<file path="src/rtl/muldiv_ctrl_if.sv">
// rtl/muldiv_ctrl_if.sv - execute-stage and mul/div unit signal bundle for muldiv_ctrl
interface muldiv_ctrl_if #(
  parameter int WIDTH = 32
);
  logic                 op_valid;
  logic [3:0]           op;
  logic [WIDTH-1:0]     rs_val;
  logic [WIDTH-1:0]     rt_val;
  logic                 flush;
  logic                 stall;
  logic [WIDTH-1:0]     rd_data;
  logic [WIDTH-1:0]     hi;
  logic [WIDTH-1:0]     lo;
  logic                 busy;
  logic                 mul_start;
  logic                 mul_signd;
  logic [WIDTH-1:0]     mul_a;
  logic [WIDTH-1:0]     mul_b;
  logic                 mul_ready;
  logic [2*WIDTH-1:0]   mul_product;
  logic                 div_start;
  logic                 div_signd;
  logic [WIDTH-1:0]     div_a;
  logic [WIDTH-1:0]     div_b;
  logic                 div_ready;
  logic [WIDTH-1:0]     div_quot;
  logic [WIDTH-1:0]     div_rem;

  modport slave (
    input  op_valid, op, rs_val, rt_val, flush,
    input  mul_ready, mul_product, div_ready, div_quot, div_rem,
    output stall, rd_data, hi, lo, busy,
    output mul_start, mul_signd, mul_a, mul_b,
    output div_start, div_signd, div_a, div_b
  );

  modport master (
    output op_valid, op, rs_val, rt_val, flush,
    output mul_ready, mul_product, div_ready, div_quot, div_rem,
    input  stall, rd_data, hi, lo, busy,
    input  mul_start, mul_signd, mul_a, mul_b,
    input  div_start, div_signd, div_a, div_b
  );
endinterface

</file>
<file path="src/rtl/muldiv_ctrl.sv">
// rtl/muldiv_ctrl.sv - HI/LO multiply/divide sequencer with pipeline hazard stall
// Defining MULDIV_MADD_EN adds MADD/MADDU/MSUB/MSUBU with a MACC accumulate state.
module muldiv_ctrl #(
  parameter int WIDTH = 32
) (
  input  logic          clk,
  input  logic          rst,
  muldiv_ctrl_if.slave  bus
);

  localparam logic [3:0] OP_MULT  = 4'd1;
  localparam logic [3:0] OP_MULTU = 4'd2;
  localparam logic [3:0] OP_DIV   = 4'd3;
  localparam logic [3:0] OP_DIVU  = 4'd4;
  localparam logic [3:0] OP_MTHI  = 4'd5;
  localparam logic [3:0] OP_MTLO  = 4'd6;
  localparam logic [3:0] OP_MFHI  = 4'd7;
  localparam logic [3:0] OP_MFLO  = 4'd8;
`ifdef MULDIV_MADD_EN
  localparam logic [3:0] OP_MADD  = 4'd9;
  localparam logic [3:0] OP_MADDU = 4'd10;
  localparam logic [3:0] OP_MSUB  = 4'd11;
  localparam logic [3:0] OP_MSUBU = 4'd12;
`endif

  typedef enum logic [2:0] {
    S_IDLE,
    S_MSTART,
    S_MWAIT,
    S_DSTART,
    S_DWAIT
`ifdef MULDIV_MADD_EN
    , S_MACC
`endif
  } state_t;

  state_t             r_state;
  logic               r_busy;
  logic [WIDTH-1:0]   r_hi;
  logic [WIDTH-1:0]   r_lo;
  logic [WIDTH-1:0]   r_opa;
  logic [WIDTH-1:0]   r_opb;
  logic               r_mul_start;
  logic               r_mul_signd;
  logic               r_div_start;
  logic               r_div_signd;
`ifdef MULDIV_MADD_EN
  logic               r_acc;
  logic               r_sub;
  logic [2*WIDTH-1:0] r_prod;
`endif
  logic               w_op_real;

  // Unknown opcodes behave as NOP, so they never raise a hazard stall.
  always_comb begin
    w_op_real = 1'b0;
    case (bus.op)
      OP_MULT, OP_MULTU, OP_DIV, OP_DIVU,
      OP_MTHI, OP_MTLO, OP_MFHI, OP_MFLO: w_op_real = 1'b1;
`ifdef MULDIV_MADD_EN
      OP_MADD, OP_MADDU, OP_MSUB, OP_MSUBU: w_op_real = 1'b1;
`endif
      default: w_op_real = 1'b0;
    endcase
  end

  assign bus.stall     = bus.op_valid && w_op_real && (r_state != S_IDLE);
  assign bus.rd_data   = (bus.op == OP_MFLO) ? r_lo : r_hi;
  assign bus.hi        = r_hi;
  assign bus.lo        = r_lo;
  assign bus.busy      = r_busy;
  assign bus.mul_start = r_mul_start;
  assign bus.mul_signd = r_mul_signd;
  assign bus.mul_a     = r_opa;
  assign bus.mul_b     = r_opb;
  assign bus.div_start = r_div_start;
  assign bus.div_signd = r_div_signd;
  assign bus.div_a     = r_opa;
  assign bus.div_b     = r_opb;

  always_ff @(posedge clk or posedge rst) begin
    if (rst) begin
      r_state     <= S_IDLE;
      r_busy      <= 1'b0;
      r_hi        <= '0;
      r_lo        <= '0;
      r_opa       <= '0;
      r_opb       <= '0;
      r_mul_start <= 1'b0;
      r_mul_signd <= 1'b0;
      r_div_start <= 1'b0;
      r_div_signd <= 1'b0;
`ifdef MULDIV_MADD_EN
      r_acc       <= 1'b0;
      r_sub       <= 1'b0;
      r_prod      <= '0;
`endif
    end else if (bus.flush) begin
      // The unit keeps iterating; its stale result is ignored until the next start.
      r_state     <= S_IDLE;
      r_busy      <= 1'b0;
      r_mul_start <= 1'b0;
      r_div_start <= 1'b0;
    end else begin
      case (r_state)
        S_IDLE: begin
          if (bus.op_valid) begin
            case (bus.op)
              OP_MULT, OP_MULTU: begin
                r_opa       <= bus.rs_val;
                r_opb       <= bus.rt_val;
                r_mul_signd <= (bus.op == OP_MULT);
                r_mul_start <= 1'b1;
                r_busy      <= 1'b1;
                r_state     <= S_MSTART;
`ifdef MULDIV_MADD_EN
                r_acc       <= 1'b0;
`endif
              end
`ifdef MULDIV_MADD_EN
              OP_MADD, OP_MADDU, OP_MSUB, OP_MSUBU: begin
                r_opa       <= bus.rs_val;
                r_opb       <= bus.rt_val;
                r_mul_signd <= (bus.op == OP_MADD) || (bus.op == OP_MSUB);
                r_mul_start <= 1'b1;
                r_busy      <= 1'b1;
                r_state     <= S_MSTART;
                r_acc       <= 1'b1;
                r_sub       <= (bus.op == OP_MSUB) || (bus.op == OP_MSUBU);
              end
`endif
              OP_DIV, OP_DIVU: begin
                r_opa       <= bus.rs_val;
                r_opb       <= bus.rt_val;
                r_div_signd <= (bus.op == OP_DIV);
                r_div_start <= 1'b1;
                r_busy      <= 1'b1;
                r_state     <= S_DSTART;
              end
              OP_MTHI: r_hi <= bus.rs_val;
              OP_MTLO: r_lo <= bus.rs_val;
              default: ;
            endcase
          end
        end
        S_MSTART: begin
          r_mul_start <= 1'b0;
          r_state     <= S_MWAIT;
        end
        S_MWAIT: begin
          if (bus.mul_ready) begin
`ifdef MULDIV_MADD_EN
            if (r_acc) begin
              r_prod  <= bus.mul_product;
              r_state <= S_MACC;
            end else
`endif
            begin
              r_hi    <= bus.mul_product[2*WIDTH-1:WIDTH];
              r_lo    <= bus.mul_product[WIDTH-1:0];
              r_busy  <= 1'b0;
              r_state <= S_IDLE;
            end
          end
        end
        S_DSTART: begin
          r_div_start <= 1'b0;
          r_state     <= S_DWAIT;
        end
        S_DWAIT: begin
          if (bus.div_ready) begin
            r_lo    <= bus.div_quot;
            r_hi    <= bus.div_rem;
            r_busy  <= 1'b0;
            r_state <= S_IDLE;
          end
        end
`ifdef MULDIV_MADD_EN
        S_MACC: begin
          {r_hi, r_lo} <= r_sub ? ({r_hi, r_lo} - r_prod) : ({r_hi, r_lo} + r_prod);
          r_busy       <= 1'b0;
          r_state      <= S_IDLE;
        end
`endif
        default: r_state <= S_IDLE;
      endcase
    end
  end

endmodule

</file>
<file path="src/flat_wrapper.sv">
// flat-port wrapper written by rule: the top's interface ports become plain ports
module muldiv_ctrl_flat 
#(
  parameter int WIDTH = 32
)
  (clk, rst, bus_op_valid, bus_op, bus_rs_val, bus_rt_val, bus_flush, bus_mul_ready, bus_mul_product, bus_div_ready, bus_div_quot, bus_div_rem, bus_stall, bus_rd_data, bus_hi, bus_lo, bus_busy, bus_mul_start, bus_mul_signd, bus_mul_a, bus_mul_b, bus_div_start, bus_div_signd, bus_div_a, bus_div_b);
  muldiv_ctrl_if #(.WIDTH(WIDTH)) bus_i ();
  input  logic clk;
  input  logic rst;
  input wire logic [$bits(bus_i.op_valid)-1:0] bus_op_valid;
  input wire logic [$bits(bus_i.op)-1:0] bus_op;
  input wire logic [$bits(bus_i.rs_val)-1:0] bus_rs_val;
  input wire logic [$bits(bus_i.rt_val)-1:0] bus_rt_val;
  input wire logic [$bits(bus_i.flush)-1:0] bus_flush;
  input wire logic [$bits(bus_i.mul_ready)-1:0] bus_mul_ready;
  input wire logic [$bits(bus_i.mul_product)-1:0] bus_mul_product;
  input wire logic [$bits(bus_i.div_ready)-1:0] bus_div_ready;
  input wire logic [$bits(bus_i.div_quot)-1:0] bus_div_quot;
  input wire logic [$bits(bus_i.div_rem)-1:0] bus_div_rem;
  output wire logic [$bits(bus_i.stall)-1:0] bus_stall;
  output wire logic [$bits(bus_i.rd_data)-1:0] bus_rd_data;
  output wire logic [$bits(bus_i.hi)-1:0] bus_hi;
  output wire logic [$bits(bus_i.lo)-1:0] bus_lo;
  output wire logic [$bits(bus_i.busy)-1:0] bus_busy;
  output wire logic [$bits(bus_i.mul_start)-1:0] bus_mul_start;
  output wire logic [$bits(bus_i.mul_signd)-1:0] bus_mul_signd;
  output wire logic [$bits(bus_i.mul_a)-1:0] bus_mul_a;
  output wire logic [$bits(bus_i.mul_b)-1:0] bus_mul_b;
  output wire logic [$bits(bus_i.div_start)-1:0] bus_div_start;
  output wire logic [$bits(bus_i.div_signd)-1:0] bus_div_signd;
  output wire logic [$bits(bus_i.div_a)-1:0] bus_div_a;
  output wire logic [$bits(bus_i.div_b)-1:0] bus_div_b;
  assign bus_i.op_valid = bus_op_valid;
  assign bus_i.op = bus_op;
  assign bus_i.rs_val = bus_rs_val;
  assign bus_i.rt_val = bus_rt_val;
  assign bus_i.flush = bus_flush;
  assign bus_i.mul_ready = bus_mul_ready;
  assign bus_i.mul_product = bus_mul_product;
  assign bus_i.div_ready = bus_div_ready;
  assign bus_i.div_quot = bus_div_quot;
  assign bus_i.div_rem = bus_div_rem;
  assign bus_stall = bus_i.stall;
  assign bus_rd_data = bus_i.rd_data;
  assign bus_hi = bus_i.hi;
  assign bus_lo = bus_i.lo;
  assign bus_busy = bus_i.busy;
  assign bus_mul_start = bus_i.mul_start;
  assign bus_mul_signd = bus_i.mul_signd;
  assign bus_mul_a = bus_i.mul_a;
  assign bus_mul_b = bus_i.mul_b;
  assign bus_div_start = bus_i.div_start;
  assign bus_div_signd = bus_i.div_signd;
  assign bus_div_a = bus_i.div_a;
  assign bus_div_b = bus_i.div_b;
  muldiv_ctrl #(.WIDTH(WIDTH)) u_core (.clk(clk), .rst(rst), .bus(bus_i));
endmodule
</file>
<file path="config.mk">
export PLATFORM = sky130hd
export DESIGN_NAME = muldiv_ctrl_flat
export DESIGN_NICKNAME = d
export VERILOG_FILES = /design/src/rtl/muldiv_ctrl_if.sv /design/src/rtl/muldiv_ctrl.sv /design/src/flat_wrapper.sv
export SDC_FILE = /design/constraint.sdc
export NUM_CORES = 1
export LEC_CHECK = 0
export CAP_MARGIN = 25
export CORE_AREA = 2 2 170 172
export DETAILED_ROUTE_END_ITERATION = 8
export DIE_AREA = 0 0 172 174
export SLEW_MARGIN = 20
export SYNTH_ARGS = -nofsm -noshare
export SYNTH_HDL_FRONTEND = slang
export SYNTH_SLANG_ARGS = --single-unit
</file>
<file path="constraint.sdc">
create_clock -name clk -period 4.6 [get_ports clk]
set_input_delay 1.15 -clock clk [delete_from_list [all_inputs] [get_ports clk]]
set_output_delay 1.15 -clock clk [all_outputs]
set_load 0.005 [all_outputs]
</file>
==> results by group, run 1 <==
Outcome
  • Status: finished clean

Global route
  • Largest net degree at the start of global routing: 137
  • Global Route Usage Sum: 18.3%
  • GR Overflow Total: 0
  • Vias in the first global route: approximately 6700
  • First-pass GRT wire length: 41500 um
  • Initial antenna violation count: 0

Floorplan
  • Initial Util: between 20% and 30%
  • I/O pin cnt: around 430
  • Core Footprint: 28200 um^2
  • DIE AREA: 29900 um^2
  • Die height: between 150 and 200 um
  • Die X: 172 um
  • Row cnt: 62

Cells and area
  • Commonest non-fill, non-tap cell in the layout: clkdlybuf4s50_1
  • Fill cell count: 2680
  • Area grow syn2layout: 62.0%
  • Commonest non-fill, non-tap cells in the layout: clkdlybuf4s50_1 (431), dfrtp_1 (135), mux2_2 (100)
  • ANT cells: 0
  • Share of cells above drive strength 1: a little under a quarter
  • Fin cells: 1343
  • Final nets: approximately 1100

Timing
  • Max-slew violation count: 0
  • RSZ-0062 raised after global routing: no
  • Min Hold Slack: a little over 500 ps
  • # setup viols final: 0
  • Slew @ Worst Pin: between 800 and 900 ps
  • Fin crit share: 95.2%
  • PnR worst setup slack: approximately 220 ps
  • Hold Violations, Final: 0
  • Final period demand of the worst path: 4380 ps
  • Max_slew headroom: approximately two fifths
  • Setup Skew: 9.87 ps
  • F_max: 228 MHz
  • Setup TNS: 0 ps

Yosys
  • Synthesized flop and latch total: 136
  • Synth Area in XOR/XNOR: 0.114%
  • Post-Synthesis Cells: between 500 and 600
  • Adder-Cell Fraction of Synth Area: 0%
  • Syn. warnings: 0
  • Top FF cell, synth: dfrtp_1
  • Largest family of logic cells by synthesized area: multiplexers
  • Net count after synthesis: 799
  • Post-synthesis simple-gate area fraction: around 2.6%
  • Sequential-to-total area share from yosys stat: 44.5%
  • Synth top area cells: dfrtp_1 (44%), mux2_2 (15%), mux2_4 (12%)
  • Multiplexer share of the synthesized area: 26.7%
  • Post-synth EDFFs: 0
  • Area leader, netlist: dfrtp_1
  • Mapped Area: 7660 um^2
  • Synth Area in Compound Gates: 15.5%
  • Async S/R FF share, synth: 100%
  • Post-synth top area share: 44.5%
  • Avg Inst Size Synth: about 13 um^2
  • Cell variety after synth: 40

Pwr
  • Switch share: 27.6%
  • PwrDens: 429 nW/um^2
  • Clock power share: 23.9%
  • Power share of the sequential group: 36.1%
  • Int Power: 0.00385 W
  • P_sw: 0.00147 W
  • Final Power: 0.00532 W
  • Peak supply drop: slightly above 200 uV
  • Combinational Power Share: around 40%
  • Leak pwr: 4.76 nW

Clock tree
  • Post-CTS setup buffers: 0
  • Root buf cell: clkbuf_16
  • Gates resized, CTS repair: 0
  • Longest Clk Path Bufs: 2
  • CTS Hold Bufs: 0
  • Worst skew pair latency: 410 ps
  • Sink Count: 136
  • H-tree lvl count: 4
  • Total CTS buffers: 17
  • CTS tree: yes
  • Clock slew at reported path FFs: 60 ps

Placement
  • Post-DP HPWL: between 15000 and 20000 um
  • Placed cell count: roughly 1300
  • Place WS: 232 ps
  • Port bufs: around 430
  • GP Congestion: 0.791

Routing
  • Via count: 6252
  • Met3 WL: 1480 um
  • DRT Pass-1 Iters: 4
  • Wire length per cell: 20.6 um
  • Max layer used: met4
  • ANT nets after route: 0
  • Metal2 WL: roughly 14000 um
  • Drt via density: between 4 and 5
  • Final wirelength: around 28000 um
  • Met1 wire length: roughly 12000 um
  • Post-route DRC violation count: 0
  • DRT iter0 DRCs: 304

Setup path
  • CP Launch Type: input port
  • Worst Path Arrival: 3230 ps
  • Critical path endpoint category: output pin
  • Critical path class: input port to output pin
  • Crit Path Max Fanout: 33
  • Worst endpoint required time: 3450 ps

Job
  • Max Cap Viol: 0

Hold path
  • Hold Crit Class: register to register
final timing paths:
path,start,endpoint,slack [ps],depth (start not counted)
setup reg to reg,u_core.r_state[0]$_DFFE_PP0P_,u_core.bus.div_a[12]$_DFFE_PP0P_,2070,5
min in group asynchronous,rst,u_core.bus.div_b[26]$_DFFE_PP0P_,1260,3
setup / recovery,bus_op[1],bus_rd_data[0],220,6
hold / removal,u_core.bus.div_start$_DFFE_PP0P_,u_core.bus.div_start$_DFFE_PP0P_,520,2
hold reg to reg,u_core.bus.div_start$_DFFE_PP0P_,u_core.bus.div_start$_DFFE_PP0P_,520,2
max in group asynchronous,rst,u_core.bus.div_a[6]$_DFFE_PP0P_,2660,3
power by group through the flow:
stage / combinational (W) / sequential, W / clock (W)
after floorplan: 0.000856 / 0.00183 / 0
after global placement: 0.00211 / 0.00196 / 0
after detailed placement: 0.00214 / 0.00194 / 0
after CTS: 0.00215 / 0.00193 / 0.00131
after global routing: 0.00226 / 0.00198 / 0.00137
final: 0.00212 / 0.00192 / 0.00127
synthesized netlist by cell type, types with 2 or more instances:
| master | count |
|---|---|
| mux2_4 | 61 |
| nor3_1 | 3 |
| a21oi_1 | 3 |
| inv_1 | 5 |
| a41oi_1 | 2 |
| buf_1 | 8 |
| o2bb2ai_1 | 64 |
| mux2_2 | 100 |
| a21oi_2 | 2 |
| buf_2 | 11 |
| nor3b_1 | 2 |
| buf_4 | 65 |
| and2_1 | 2 |
| nor2b_1 | 2 |
| a22oi_1 | 64 |
| a31oi_1 | 2 |
| clkbuf_1 | 16 |
| dfrtp_1 | 136 |
| nand2_1 | 5 |
| buf_6 | 14 |
| nor2_1 | 7 |
| nand3_1 | 5 |
worst max-delay path: stages:
cell and delay, ps:
clkdlybuf4s50_1 440, nor3_1 300, and2_2 220, buf_12 240
mux2_2 380, clkdlybuf4s50_1 450
sequential cells by signal, summed over array words and instances (netlist names):
signal / cells
u_core.bus.busy: 1
u_core.bus.div_a: 32
u_core.bus.div_b: 32
u_core.bus.div_signd: 1
u_core.bus.div_start: 1
u_core.bus.hi: 32
u_core.bus.lo: 32
u_core.bus.mul_signd: 1
u_core.bus.mul_start: 1
u_core.r_state: 3
final cells by class:
type | count | area (um^2) | share of cell area [%]
repair buffers | 444 | 4460 | 36.0
well taps | 384 | 480 | 3.87
clock inverters | 12 | 95.1 | 0.767
clock buffers | 20 | 447 | 3.60
multi-input cells | 342 | 3490 | 28.1
flip-flops and latches | 136 | 3410 | 27.5
inverters | 5 | 22.5 | 0.182
stage by stage:
stage | instance area, um^2 | utilization (%)
6_report | 12400 | 43.9
4_1_cts | 12400 | 43.9
5_1_grt | 12400 | 43.9
2_1_floorplan | 7660 | -
3_5_place_dp | 11900 | 42.0
3_3_place_gp | 11900 | 42.0
cells by family (layout without fill, tap and decap cells):
logic type / after synthesis / in the layout
multiplexers: 161 / 161
AO/OA/AOI/OAI: 147 / 147
flip-flops: 136 / 136
buffers and inverters: 119 / 481
AND/OR/NAND/NOR: 33 / 33
XOR/XNOR: 1 / 1
per-layer routing:
metal | up-vias | global-route usage (%)
met5 | - | 0
met4 | 0 | 3.64
met3 | 15 | 3.48
met2 | 230 | 31.7
met1 | 3116 | 23.7
li1 | 2891 | -
Power figures use the tool's default switching activity.
==> run 2, diff against run 1 <==
Settings changed: HOLD_SLACK_MARGIN from default to 0.08.
==> results of run 2 <==
Same layout as run 1: the final DEF is identical, and so are final timing and power.
